<file path="config.mk">
export PLATFORM = sky130hd
export DESIGN_NAME = regfile_wb_ctrl
export DESIGN_NICKNAME = d
export VERILOG_FILES = /design/src/rtl/regfile_wb_ctrl_pkg.sv /design/src/rtl/regfile_wb_ctrl_wb_fifo.sv /design/src/rtl/regfile_wb_ctrl.sv
export SDC_FILE = /design/constraint.sdc
export NUM_CORES = 1
export LEC_CHECK = 0
export CORE_MARGIN = 2
export CORE_UTILIZATION = 30
export DETAILED_ROUTE_END_ITERATION = 12
export GPL_TIMING_DRIVEN = 0
export PLACE_DENSITY = 0.5
export SETUP_SLACK_MARGIN = 0.2
export SYNTH_ARGS = -nofsm -noshare
export SYNTH_HDL_FRONTEND = slang
export SYNTH_HIERARCHICAL = 1
export SYNTH_SLANG_ARGS = --single-unit
</file>
<file path="constraint.sdc">
create_clock -name clk -period 14.45 [get_ports clk]
set_input_delay 4.335 -clock clk [delete_from_list [all_inputs] [get_ports clk]]
set_output_delay 4.335 -clock clk [all_outputs]
set_load 0.05 [all_outputs]
</file>
<file path="src/rtl/regfile_wb_ctrl_pkg.sv">
// Shared widths and tags for the per-thread register-file write-back controller.
package regfile_wb_ctrl_pkg;
  localparam int DATA_BITS      = 8;
  localparam int ADDR_BITS      = 4;
  localparam int FIRST_RO_REG   = 13;
  localparam int NUM_REGS       = 16;
  localparam int LSU_FIFO_DEPTH = 2;

  typedef enum logic [1:0] {
    WB_NONE = 2'd0,
    WB_EXEC = 2'd1,
    WB_LSU  = 2'd2
  } wb_source_e;
endpackage

</file>
<file path="src/rtl/regfile_wb_ctrl_wb_fifo.sv">
// Small synchronous FIFO buffering LSU load returns until the write port is free.
module wb_fifo #(
  parameter int DEPTH = 2,
  parameter int WIDTH = 12
) (
  input  logic             clk,
  input  logic             reset,
  input  logic             push,
  input  logic [WIDTH-1:0] push_data,
  input  logic             pop,
  output logic [WIDTH-1:0] pop_data,
  output logic             full,
  output logic             empty
);
  localparam int PW = $clog2(DEPTH);
  localparam logic [PW-1:0] PTR_ONE = 1;
  localparam logic [PW:0]   CNT_ONE = 1;
  localparam logic [PW:0]   CNT_MAX = DEPTH;

  logic [DEPTH-1:0][WIDTH-1:0] mem;
  logic [PW-1:0]               wr_ptr, rd_ptr;
  logic [PW:0]                 count;
  logic                        do_push, do_pop;

  assign full     = (count == CNT_MAX);
  assign empty    = (count == '0);
  assign do_push  = push & ~full;
  assign do_pop   = pop & ~empty;
  assign pop_data = mem[rd_ptr];

  // Power-of-two depth: pointers wrap by natural overflow.
  always_ff @(posedge clk) begin
    if (reset) begin
      wr_ptr <= '0;
      rd_ptr <= '0;
      count  <= '0;
    end else begin
      if (do_push) begin
        mem[wr_ptr] <= push_data;
        wr_ptr      <= wr_ptr + PTR_ONE;
      end
      if (do_pop) rd_ptr <= rd_ptr + PTR_ONE;
      case ({do_push, do_pop})
        2'b10:   count <= count + CNT_ONE;
        2'b01:   count <= count - CNT_ONE;
        default: count <= count;
      endcase
    end
  end
endmodule

</file>
<file path="src/rtl/regfile_wb_ctrl.sv">
// Per-thread write-back arbiter (exec over LSU) with a load-destination hazard scoreboard.
module regfile_wb_ctrl #(
  parameter int DATA_BITS      = regfile_wb_ctrl_pkg::DATA_BITS,
  parameter int ADDR_BITS      = regfile_wb_ctrl_pkg::ADDR_BITS,
  parameter int FIRST_RO_REG   = regfile_wb_ctrl_pkg::FIRST_RO_REG,
  parameter int LSU_FIFO_DEPTH = regfile_wb_ctrl_pkg::LSU_FIFO_DEPTH
) (
  input  logic                 clk,
  input  logic                 reset,
  input  logic                 issue_valid,
  input  logic [ADDR_BITS-1:0] issue_rs_address,
  input  logic [ADDR_BITS-1:0] issue_rt_address,
  input  logic [ADDR_BITS-1:0] issue_rd_address,
  input  logic                 issue_is_load,
  output logic                 issue_stall,
  input  logic                 exec_wr_valid,
  input  logic [ADDR_BITS-1:0] exec_wr_address,
  input  logic [DATA_BITS-1:0] exec_wr_data,
  input  logic                 lsu_wr_valid,
  output logic                 lsu_wr_ready,
  input  logic [ADDR_BITS-1:0] lsu_wr_address,
  input  logic [DATA_BITS-1:0] lsu_wr_data,
  output logic                 reg_write_enable,
  output logic [ADDR_BITS-1:0] reg_rd_address,
  output logic [DATA_BITS-1:0] reg_rd_data,
  output logic                 ro_write_drop,
  output logic [ADDR_BITS:0]   pending_loads,
  output logic                 idle
);
  import regfile_wb_ctrl_pkg::*;

  localparam int NREGS = 2**ADDR_BITS;
  localparam int EW    = ADDR_BITS + DATA_BITS;
  localparam logic [ADDR_BITS-1:0] RO_BASE = ADDR_BITS'(FIRST_RO_REG);

  logic [NREGS-1:0]     sb, sb_next;
  logic                 fifo_full, fifo_empty, push, pop, set_load;
  logic [EW-1:0]        head;
  wb_source_e           sel_src;
  logic [ADDR_BITS-1:0] sel_addr;
  logic [DATA_BITS-1:0] sel_data;
  logic                 sel_valid, sel_ro;

  assign lsu_wr_ready = ~fifo_full;
  assign push         = lsu_wr_valid & ~fifo_full;
  assign pop          = ~exec_wr_valid & ~fifo_empty;
  assign issue_stall  = issue_valid &
                        (sb[issue_rs_address] | sb[issue_rt_address] | sb[issue_rd_address]);
  assign set_load     = issue_valid & ~issue_stall & issue_is_load & (issue_rd_address < RO_BASE);

  wb_fifo #(.DEPTH(LSU_FIFO_DEPTH), .WIDTH(EW)) u_fifo (
    .clk       (clk),
    .reset     (reset),
    .push      (push),
    .push_data ({lsu_wr_address, lsu_wr_data}),
    .pop       (pop),
    .pop_data  (head),
    .full      (fifo_full),
    .empty     (fifo_empty)
  );

  // Exec path cannot stall, so it always wins; LSU drains only in exec bubbles.
  always_comb begin
    sel_src  = WB_NONE;
    sel_addr = '0;
    sel_data = '0;
    if (exec_wr_valid) begin
      sel_src  = WB_EXEC;
      sel_addr = exec_wr_address;
      sel_data = exec_wr_data;
    end else if (!fifo_empty) begin
      sel_src  = WB_LSU;
      {sel_addr, sel_data} = head;
    end
  end

  assign sel_valid = (sel_src != WB_NONE);
  assign sel_ro    = (sel_addr >= RO_BASE);

  // Clear first, then set, so a coincident set on the same bit wins.
  always_comb begin
    sb_next = sb;
    if (reg_write_enable) sb_next[reg_rd_address] = 1'b0;
    if (set_load)         sb_next[issue_rd_address] = 1'b1;
  end

  always_comb begin
    pending_loads = '0;
    for (int i = 0; i < NREGS; i++) pending_loads = pending_loads + (ADDR_BITS+1)'(sb[i]);
  end

  assign idle = fifo_empty & ~|sb & ~reg_write_enable;

  always_ff @(posedge clk) begin
    if (reset) begin
      reg_write_enable <= 1'b0;
      reg_rd_address   <= '0;
      reg_rd_data      <= '0;
      ro_write_drop    <= 1'b0;
      sb               <= '0;
    end else begin
      reg_write_enable <= sel_valid & ~sel_ro;
      ro_write_drop    <= sel_valid & sel_ro;
      if (sel_valid) begin
        reg_rd_address <= sel_addr;
        reg_rd_data    <= sel_data;
      end
      sb <= sb_next;
    end
  end
endmodule
</file>
==> results of run 1 <==
area by class of cell:
type                       instances  area, um^2  share of cell area (%)
clock buffer                      12       145.1                   3.363
tap                              140       175.2                   4.059
clock inverter                     4       18.77                  0.4349
sequential                        58        1401                   32.47
timing repair buffer              62       623.1                   14.44
buffer                            14       68.82                   1.595
multi-input combinational        204        1774                   41.11
inverter                          29       108.9                   2.522
registers in the layout (all words and copies together), names as in the netlist:
register / cells
u_fifo/mem: 24
sb: 16
reg_rd_data: 8
reg_rd_address: 4
u_fifo/count: 2
reg_write_enable: 1
ro_write_drop: 1
u_fifo/rd_ptr: 1
u_fifo/wr_ptr: 1
where the power goes:
part           switching (W)  total (W)  leakage, nW  internal, W
registers          0.0000107   0.000198        0.497     0.000188
clock network      0.0000627   0.000128       0.0876    0.0000655
logic              0.0000924   0.000161         1.00    0.0000686
kinds of logic (layout without fill, tap and decap cells):
family / Yosys count / in the layout / synth area share, %
XOR/XNOR: 5 / 5 / 1.310
flip-flops: 58 / 58 / 41.92
AND/OR/NAND/NOR: 93 / 93 / 13.70
buffers and inverters: 43 / 121 / 5.314
multiplexers: 42 / 42 / 18.45
adder cells (fa/ha/maj): 17 / 17 / 8.608
AO/OA/AOI/OAI: 47 / 47 / 10.70
path summary, 6_finish.rpt:
path	start	end	slack, ns	cells after the start
setup / recovery	issue_rt_address[0]	issue_stall	2.99	8
hold / removal	u_fifo/wr_ptr	u_fifo/wr_ptr	0.52	2
setup reg to reg	u_fifo/count[0]	reg_rd_data[2]	12.41	7
hold reg to reg	u_fifo/wr_ptr	u_fifo/wr_ptr	0.52	2
cell usage after synthesis:
master      n  area [um^2]
and2_1      1        6.260
inv_1      29        108.9
a21o_1      1        7.510
mux2_2     15        168.9
o21ai_2     1        8.760
edfxtp_1   24        720.7
a21oi_2     1        8.760
mux4_2      8        180.2
ha_1        7        87.58
nor3b_1     5        37.54
nor2b_1     5        31.28
nand2b_1    3        18.77
o32ai_1     2        17.52
o211ai_1    4        30.03
fa_1       10        200.2
o21ai_0     3        15.01
dfxtp_1    34        680.7
nand2_1    11        41.29
nor3_1      7        35.03
o311ai_0    3        26.28
and4_1      1        8.760
or3_1       2        12.51
nand3b_1    4        30.03
o2111ai_1   2        17.52
buf_1       1        3.750
nor2_1     37        138.9
buf_2       1        5.000
nor4b_1     2        17.52
buf_6       2        22.52
a211oi_1    2        15.01
nand3_1    11        55.05
o31ai_2     6        75.07
clkbuf_1   10        37.54
mux2i_4     1        22.52
o41ai_2     1        16.27
nand4_1     2        12.51
xnor2_1     4        35.03
mux2i_1    14        140.1
a21oi_1    15        75.07
mux4_1      4        105.1
o31ai_1     3        22.52
nor4_1      2        12.51
o21a_1      3        22.52
xor2_1      1        8.760
metal layers:
metal | GRT usage, % | vias up | wire (um)
li1 | - | 1255 | -
met1 | 19.11 | 1262 | 3631
met2 | 24.65 | 78 | 4000
met3 | 3.675 | 12 | 530
met4 | 4.702 | 0 | 138
met5 | 0 | - | 0
cells in the final DEF, fill, tap and decap left out, types with 4 or more instances in the layout:
cell type / netlist / layout
clkbuf_8: 0 / 10
buf_6: 2 / 4
xnor2_1: 4 / 4
o31ai_2: 6 / 6
dfxtp_1: 34 / 34
nand3b_1: 4 / 4
nand3_1: 11 / 11
edfxtp_1: 24 / 24
nand2_1: 11 / 11
mux2_2: 15 / 15
nor3_1: 7 / 6
nor2b_1: 5 / 5
mux4_1: 4 / 4
mux2i_1: 14 / 14
nor3b_1: 5 / 4
ha_1: 7 / 7
a21oi_1: 15 / 15
nor2_1: 37 / 37
inv_1: 29 / 29
o211ai_1: 4 / 4
mux4_2: 8 / 8
clkbuf_1: 10 / 12
clkdlybuf4s50_1: 0 / 60
fa_1: 10 / 10
through the flow:
stage	hold WS (ns)	cell area [um^2]	util, %
finish	0.5186	4315	39.81
floorplan	0.4609	3343	-
detailed placement	0.5101	4151	38.30
global route	0.5608	4315	39.81
global placement	0.4818	4119	38.00
CTS	0.5234	4315	39.81
critical path: stages:
cell and delay [ns]:
clkdlybuf4s50_1 0.58, mux4_1 0.58, mux2_2 0.30, mux2i_4 0.15
o21ai_2 0.14, buf_6 0.18, o21a_1 0.17, clkdlybuf4s50_1 0.69
==> flow_summary.json, run 1 <==
{
  "outcome": "complete, no violations",
  "grt_pass1_vias": 2650,
  "fp.dieW_um": 109.6,
  "vias": 2607,
  "synth-seq-cells": 58,
  "p_leak_nw": 1.586,
  "vias_per_cell": 4.985,
  "start_util_pct": 30.84,
  "grt.overflow.total": 0,
  "antenna_found_initial": 0,
  "grt_max_degree": 13,
  "post-place-ws_ns": 2.976,
  "nets": 437,
  "end_kind": "primary output",
  "avgSynthCellArea_um2": 10.96,
  "numCtsBuffers": 9,
  "die_h_um": 109.6,
  "antenna_cells": 0,
  "num_rows": 38,
  "routedWlPerCell_um": 15.87,
  "wl_um": 8301,
  "cts.reportedPaths.clkPinSlew_ns": 0.07,
  "tightest_slew_ns": 0.7261,
  "cp_data_arrival_time_ns": 7.12,
  "ios": 64,
  "maxSlewViolCount": 0,
  "cts_max_path_buffers": 2,
  "grt_setup_unrepaired": "false",
  "drtPass1Iterations": 4,
  "insertion_delay_ns": 0.33,
  "finalHoldViolations": 0,
  "post_route_cells_drive_above_1_share_pct": 13.84,
  "cts-root-buf": "clkbuf_8",
  "hpwlAfterDp_um": 6234,
  "area_growth_pct": 29.08,
  "first_iter_violations": 70,
  "setup_slack_ns": 2.990,
  "p_total_w": 0.0004874,
  "drv_cap": 0,
  "hold_class": "flop to flop",
  "grtUsageTotal_pct": 14.87,
  "core_um2": 10840,
  "die-area_um2": 12000,
  "numPortBuffers": 60,
  "fillers": 1115,
  "period_needed_ns": 11.46,
  "synthDistinctLibCells": 44,
  "relSlewSlack_pct": 51.60,
  "skew_ns": 0.009125,
  "start_kind": "input port",
  "crit_fanout": 10,
  "dp_cells": 507,
  "ir_worst_vdd_mv": 0.06894,
  "ant_nets": 0,
  "fmax_ghz": 0.08726,
  "cts_max_level": 3,
  "place_congestion": 0.8839,
  "setup_viol": 0,
  "fin_cells": 523,
  "postCtsSetupBuffers": 0,
  "post-route-period-util_pct": 79.31,
  "cp.required_ns": 10.11,
  "drc": 0,
  "grt_pass1_wl_um": 13520,
  "cts.sinks": 58,
  "yosysSeqAreaShare_pct": 41.92,
  "synth_fp_nets": 364,
  "final.setup.tns_ns": 0,
  "cts_tree": "built",
  "critPathKind": "input port to primary output",
  "yosysWarnings": 6,
  "power.density_nw_per_um2": 112.9,
  "cts_resized": 0,
  "cts_hold_buffers": 0,
  "synth_area_um2": 3343,
  "synthCells": 305
}
No activity file was read; power rests on OpenSTA's default activity.
==> inputs of run 2 (changes only) <==
- clock period: 14.45 -> 11.3 ns (I/O delays scaled with it)
==> results of run 2 <==
The final DEF is identical to that of run 1. Status: complete, no violations.
Among the figures that moved: setup slack after placement 2.976 ns -> 1.716 ns; setup slack after layout 2.990 ns -> 1.730 ns; register-to-register setup slack 12.41 ns -> 9.26 ns; total power 0.0004874 W -> 0.0006233 W; worst IR drop on VDD 0.06894 mV -> 0.08816 mV
==> inputs of run 3 (changes only) <==
- clock period: 11.3 -> 9.72 ns (I/O delays scaled with it)
==> results of run 3 <==
The final DEF is identical to that of run 1. Status: complete, no violations.
Among the figures that moved: setup slack after placement 2.976 ns -> 1.084 ns; setup slack after layout 2.990 ns -> 1.098 ns; register-to-register setup slack 12.41 ns -> 7.68 ns; total power 0.0004874 W -> 0.0007246 W; worst IR drop on VDD 0.06894 mV -> 0.1025 mV
